===== src/rtl/breakout_pkg.sv =====
`default_nettype none
// ---------------------------------------------------------------------------
// breakout_pkg: constants shared by the VGA, ball and sound blocks.  Rev 1.0
// ---------------------------------------------------------------------------
package breakout_pkg;

  localparam int CLK_FREQ_HZ = 25_000_000;

  localparam logic [1:0] TONE_NONE   = 2'd0;
  localparam logic [1:0] TONE_HIT    = 2'd1;
  localparam logic [1:0] TONE_PADDLE = 2'd2;

  localparam logic [0:0] ST_IDLE = 1'b0;
  localparam logic [0:0] ST_PLAY = 1'b1;

  function automatic int max2(input int a, input int b);
    return (a > b) ? a : b;
  endfunction

endpackage
`default_nettype wire


===== src/rtl/sound_gen_tone_div.sv =====
`default_nettype none
// ---------------------------------------------------------------------------
// tone_div: square-wave divider, toggles every half_period clk cycles.  Rev 1.0
// ---------------------------------------------------------------------------
module tone_div #(
  parameter int HALF_W = 15
) (
  input  logic              clk,
  input  logic              reset,
  input  logic              clear,
  input  logic [HALF_W-1:0] half_period,
  output logic              square
);

  localparam logic [HALF_W-1:0] c_one = HALF_W'(1);

  logic [HALF_W-1:0] r_half_cnt;
  logic              r_square;

  always_ff @(posedge clk) begin
    if (reset || clear) begin
      r_half_cnt <= '0;
      r_square   <= 1'b0;
    end else if (r_half_cnt == (half_period - c_one)) begin
      r_half_cnt <= '0;
      r_square   <= ~r_square;
    end else begin
      r_half_cnt <= r_half_cnt + c_one;
    end
  end

  assign square = r_square;

endmodule
`default_nettype wire


===== src/rtl/sound_gen.sv =====
`default_nettype none
// ---------------------------------------------------------------------------
// sound_gen: turns ball-block sound events into a fixed-length square tone.  Rev 1.0
// ---------------------------------------------------------------------------
module sound_gen
  import breakout_pkg::*;
#(
  parameter int TONE1_HALF = 28409,
  parameter int TONE2_HALF = 14205,
  parameter int DURATION   = 1250000
) (
  input  logic       clk,
  input  logic       reset,
  input  logic       play_sound1,
  input  logic       play_sound2,
  input  logic       mute,
  output logic       speaker,
  output logic       busy,
  output logic [1:0] tone_sel
);

  localparam int HALF_W = $clog2(max2(TONE1_HALF, TONE2_HALF) + 1);
  localparam int DUR_W  = $clog2(DURATION);

  localparam logic [HALF_W-1:0] c_half1    = HALF_W'(TONE1_HALF);
  localparam logic [HALF_W-1:0] c_half2    = HALF_W'(TONE2_HALF);
  localparam logic [DUR_W-1:0]  c_dur_load = DUR_W'(DURATION - 1);
  localparam logic [DUR_W-1:0]  c_dur_one  = DUR_W'(1);

  logic             r_prev1, r_prev2;
  logic [0:0]       r_state;
  logic [1:0]       r_tone_sel;
  logic [DUR_W-1:0] r_dur_cnt;

  logic              w_rise1, w_rise2;
  logic [0:0]        w_state_next;
  logic [1:0]        w_tone_next;
  logic [DUR_W-1:0]  w_dur_next;
  logic              w_load;
  logic              w_clear;
  logic [HALF_W-1:0] w_half;
  logic              w_square;

  // Previous levels reset high so an input held across reset release is not an edge.
  always_ff @(posedge clk) begin
    if (reset) begin
      r_prev1 <= 1'b1;
      r_prev2 <= 1'b1;
    end else begin
      r_prev1 <= play_sound1;
      r_prev2 <= play_sound2;
    end
  end

  assign w_rise1 = play_sound1 & ~r_prev1;
  assign w_rise2 = play_sound2 & ~r_prev2;

  always_ff @(posedge clk) begin
    if (reset) begin
      r_state    <= ST_IDLE;
      r_tone_sel <= TONE_NONE;
      r_dur_cnt  <= '0;
    end else begin
      r_state    <= w_state_next;
      r_tone_sel <= w_tone_next;
      r_dur_cnt  <= w_dur_next;
    end
  end

  always_comb begin
    w_state_next = r_state;
    w_tone_next  = r_tone_sel;
    w_dur_next   = r_dur_cnt;
    w_load       = 1'b0;
    case (r_state)
      ST_IDLE: begin
        if (w_rise2) begin
          w_state_next = ST_PLAY;
          w_tone_next  = TONE_PADDLE;
          w_load       = 1'b1;
        end else if (w_rise1) begin
          w_state_next = ST_PLAY;
          w_tone_next  = TONE_HIT;
          w_load       = 1'b1;
        end
      end
      ST_PLAY: begin
        // A retrigger takes precedence over the final cycle of the tone.
        if (w_rise2) begin
          w_tone_next = TONE_PADDLE;
          w_load      = 1'b1;
        end else if (w_rise1 && (r_tone_sel == TONE_HIT)) begin
          w_load = 1'b1;
        end else if (r_dur_cnt == '0) begin
          w_state_next = ST_IDLE;
          w_tone_next  = TONE_NONE;
        end else begin
          w_dur_next = r_dur_cnt - c_dur_one;
        end
      end
      default: begin
        w_state_next = ST_IDLE;
        w_tone_next  = TONE_NONE;
      end
    endcase
    if (w_load) begin
      w_dur_next = c_dur_load;
    end
  end

  always_comb begin
    busy     = (r_state == ST_PLAY);
    tone_sel = r_tone_sel;
    w_clear  = ~((r_state == ST_PLAY) && !w_load && (r_dur_cnt != '0));
    w_half   = (r_tone_sel == TONE_PADDLE) ? c_half2 : c_half1;
    speaker  = w_square & ~mute;
  end

  tone_div #(
    .HALF_W(HALF_W)
  ) u_tone_div (
    .clk        (clk),
    .reset      (reset),
    .clear      (w_clear),
    .half_period(w_half),
    .square     (w_square)
  );

endmodule
`default_nettype wire


===== config.mk =====
export PLATFORM = sky130hd
export DESIGN_NAME = sound_gen
export DESIGN_NICKNAME = d
export VERILOG_FILES = /design/src/rtl/breakout_pkg.sv /design/src/rtl/sound_gen_tone_div.sv /design/src/rtl/sound_gen.sv
export SDC_FILE = /design/constraint.sdc
export NUM_CORES = 1
export LEC_CHECK = 0
export BUFFER_PORTS_ARGS = -buffer_cell sky130_fd_sc_hd__clkbuf_2
export CORE_ASPECT_RATIO = 0.75
export CORE_UTILIZATION = 30
export CTS_CLUSTER_DIAMETER = 50
export DETAILED_ROUTE_END_ITERATION = 10
export GPL_ROUTABILITY_DRIVEN = 0
export PLACE_DENSITY = 0.48
export SLEW_MARGIN = 20
export SYNTH_ARGS = -nofsm -noshare
export SYNTH_HDL_FRONTEND = slang
export SYNTH_SLANG_ARGS = --single-unit

===== constraint.sdc =====
create_clock -name clk -period 2.8 [get_ports clk]
set_input_delay 0.28 -clock clk [delete_from_list [all_inputs] [get_ports clk]]
set_output_delay 0.28 -clock clk [all_outputs]
set_load 0.02 [all_outputs]

==> parameters.txt <==
Parameter                              Value

STA
  Final setup violating endpoints    0
  Post-route minimum period    2330 ps
  Final Hold Slack    196 ps
  Fin. max-slew vios    0
  Final Hold Fails    0
  Achievable Freq    429 MHz
  Worst slew margin relative to its limit    48.7%
  Transition time at the pin with the least slew margin    767 ps
  Total negative setup slack    0 ps
  Final clock skew    7.05 ps
  Final cycle utilization of the critical path    83.3%
  RSZ-0062 raised after global routing    false
  Setup WS post-layout    468 ps

Hold path
  Worst min-delay path endpoint    r_prev2
  Min-Delay Path Class    input port to flop
  Hold Crit Start    play_sound2
  Number of cells on the worst hold path    2

Synth
  Net Count, Synth    276
  Share of the synthesized area in the top cell type    37.6%
  Commonest cells in the netlist    42 x sky130_fd_sc_hd__dfxtp_1, 31 x sky130_fd_sc_hd__nor2_1, 19 x sky130_fd_sc_hd__nand2_1, 17 x sky130_fd_sc_hd__a21oi_1, 14 x sky130_fd_sc_hd__inv_1
  #FFs+latches synth    42
  Per-instance average area after synthesis    8.36 sq um
  Total standard cell area after synthesis    2230 sq um
  Count of flip-flops with a built-in enable after synthesis    0
  Synth Instances    267
  YS warnings    0
  Count of unique library cells instantiated by Yosys    51
  Leading register cell type out of synthesis    sky130_fd_sc_hd__dfxtp_1
  Most frequent cell after synthesis    sky130_fd_sc_hd__dfxtp_1
  Dominant cell type by area after synthesis    sky130_fd_sc_hd__dfxtp_1
  Post-synth ARST share    0%
  Register area share after synthesis    37.6%
  Largest cells by area after synthesis    sky130_fd_sc_hd__dfxtp_1 38%, sky130_fd_sc_hd__nor2_1 5.2%, sky130_fd_sc_hd__a21oi_1 3.8%, sky130_fd_sc_hd__nand2_1 3.2%, sky130_fd_sc_hd__or3_1 2.8%

Final layout
  Fraction of layout instances using a drive strength above 1    11.3%
  Number of non-filler instances in the completed layout    373
  Number of nets in the layout    283
  Cell area after layout    2450 sq um
  P&R area growth vs syn    9.80%
  Count of inserted antenna diode cells    0

Global route
  Tot GR Track Use    15.1%
  Number of global-route vias before repair    1774
  Maximum number of pins on one net before global-route repair    22
  Number of antenna violations at the first check in global routing    0
  Global-route wire length before repair    9190 microns
  Grt total ovfl    0

Clock tree
  CTS H-Tree Depth    2
  Root Buffer Master    sky130_fd_sc_hd__clkbuf_8
  Clock-pin slew of the registers on the worst-case setup and hold paths    90 ps
  Clk Latency, worst-skew pair    300 ps
  Clock buffer depth    2
  Number of hold buffers added after CTS    0
  Total clock sinks    42
  Setup fix buffers added after clock tree synthesis    0
  Clock buffer count from CTS    5
  Clock tree from TritonCTS    yes
  Gates resized, CTS repair    0

Pwr
  Areal power density over the cells    727 nW/um^2
  Maximum VDD drop    0.000254 V
  Standby leakage power    0.846 nW

Worst setup path
  R2r worst-path depth    5
  Path type of the worst setup path    flop to flop
  Endpoint kind of the worst setup timing path    flop
  Reg-to-reg slack, setup    470 ps
  CP Max Fanout    21
  Crit start category    flop
  Startpoint of the worst setup timing path    r_dur_cnt[4]
  Required time at the worst-slack endpoint    2990 ps
  Data arrival at the endpoint of the critical path    2530 ps
  Startpoint of the lowest-slack register-to-register path    r_dur_cnt[4]
  Worst flop-to-flop path endpoint    r_dur_cnt[3]

Routing
  Via count of the routed design    1955
  DRC    0
  Iteration-0 DRC count of the detailed router    152
  Number of optimization iterations in the first detailed-route pass    4
  Wire per inst    14.6 microns
  DR vias/cell    5.24
  Total wire length after detailed routing    5450 microns
  Remaining antenna violation count    0

Place
  HPWL after detailed placement    3860 microns
  Setup slack at placement    508 ps
  PortBufs    8
  Cell count after placement    365
  Placed cell areas    2340 sq um

Die
  DIE WIDTH    102 microns
  Initial Utilization    31.9%
  Die H    76.7 microns
  Boundary Pins    9
  Rows    26
  Core footprint    6990 sq um
  DIE AREA    7800 sq um

Flow run
  Total of max-cap violations    0

Outcome
  Result of the run    complete, no violations
## state kept, by name (all words and copies together), names as in the netlist
| signal | cells |
|---|---|
| busy | 1 |
| r_dur_cnt | 21 |
| r_prev1 | 1 |
| r_prev2 | 1 |
| tone_sel | 2 |
| u_tone_div.r_half_cnt | 15 |
| u_tone_div.square | 1 |
## placed cells by master, fill, tap and decap left out, types with 4 or more instances in the layout
cell                       Yosys  layout
sky130_fd_sc_hd__nand2_1      19      19
sky130_fd_sc_hd__clkbuf_2      0       8
sky130_fd_sc_hd__xnor2_1       6       6
sky130_fd_sc_hd__and3_1        4       4
sky130_fd_sc_hd__ha_1          4       4
sky130_fd_sc_hd__inv_1        14      14
sky130_fd_sc_hd__or3_1        10      10
sky130_fd_sc_hd__clkbuf_8      0       5
sky130_fd_sc_hd__nand3_1      10      10
sky130_fd_sc_hd__mux2i_1       4       4
sky130_fd_sc_hd__nand4_1       7       7
sky130_fd_sc_hd__o31ai_1       6       6
sky130_fd_sc_hd__dfxtp_1      42      42
sky130_fd_sc_hd__a21oi_1      17      17
sky130_fd_sc_hd__nor4_1        9       9
sky130_fd_sc_hd__nor3_1       10      10
sky130_fd_sc_hd__nor2_1       31      31
sky130_fd_sc_hd__xor2_1        7       7
sky130_fd_sc_hd__o21ai_0       6       6
sky130_fd_sc_hd__or4_1         7       7
sky130_fd_sc_hd__nor2b_1       4       4
## critical path, stage by stage (launching register included)
cell,delay (ps)
sky130_fd_sc_hd__dfxtp_1,370
sky130_fd_sc_hd__or4_1,690
sky130_fd_sc_hd__nor4b_4,350
sky130_fd_sc_hd__and2_4,340
sky130_fd_sc_hd__nor2_2,140
sky130_fd_sc_hd__a2111oi_2,330
## final cells by class
class / count / area (sq um)
clock buffer: 5 / 68.8
tap: 98 / 123
inverter: 14 / 52.6
fill: 749 / 4540
multi-input combinational: 201 / 1270
sequential: 42 / 841
timing repair buffer: 10 / 55.1
clock inverter: 3 / 45.0
## layer usage
| layer | up-vias | GRT usage, % | wire length [microns] |
|---|---|---|---|
| li1 | 987 | - | - |
| met4 | 0 | 5.51 | 35 |
| met3 | 2 | 2.83 | 332 |
| met2 | 44 | 18.9 | 2110 |
| met1 | 922 | 24.5 | 2970 |
| met5 | - | 0 | 0 |
## power breakdown
part	switching [mW]	internal, mW	leakage (nW)	total [mW]
combinational	0.372	0.206	0.453	0.577
clock	0.227	0.265	0.0504	0.493
sequential	0.0630	0.650	0.342	0.713
## per-stage QoR
| stage | total power, mW | utilization [%] |
|---|---|---|
| finish | 1.78 | 35.1 |
| global route | 1.89 | 35.1 |
| CTS | 1.79 | 35.1 |
| detailed placement | 1.29 | 33.4 |
| global placement | 1.30 | 33.4 |
| floorplan | 1.18 | - |
## kinds of logic after synthesis
kind of cell | after synthesis | share of synthesized area, %
adders and majority gates | 4 | 2.24
DFF | 42 | 37.6
muxes | 4 | 1.79
xor gates and xnor gates | 13 | 5.10
AOI/OAI and AO/OA | 48 | 14.5
and+or+nand+nor | 132 | 33.1
buffers and inverters | 24 | 5.60
## worst max-delay path by stage
stage	to	slack (ps)
detailed placement	r_dur_cnt[3]	510
global placement	r_dur_cnt[3]	500
finish	r_dur_cnt[3]	470
floorplan	u_tone_div.r_half_cnt[10]	700
CTS	r_dur_cnt[3]	480
global route	r_dur_cnt[1]	320
Note: power is estimated with default switching activity, not from simulation.
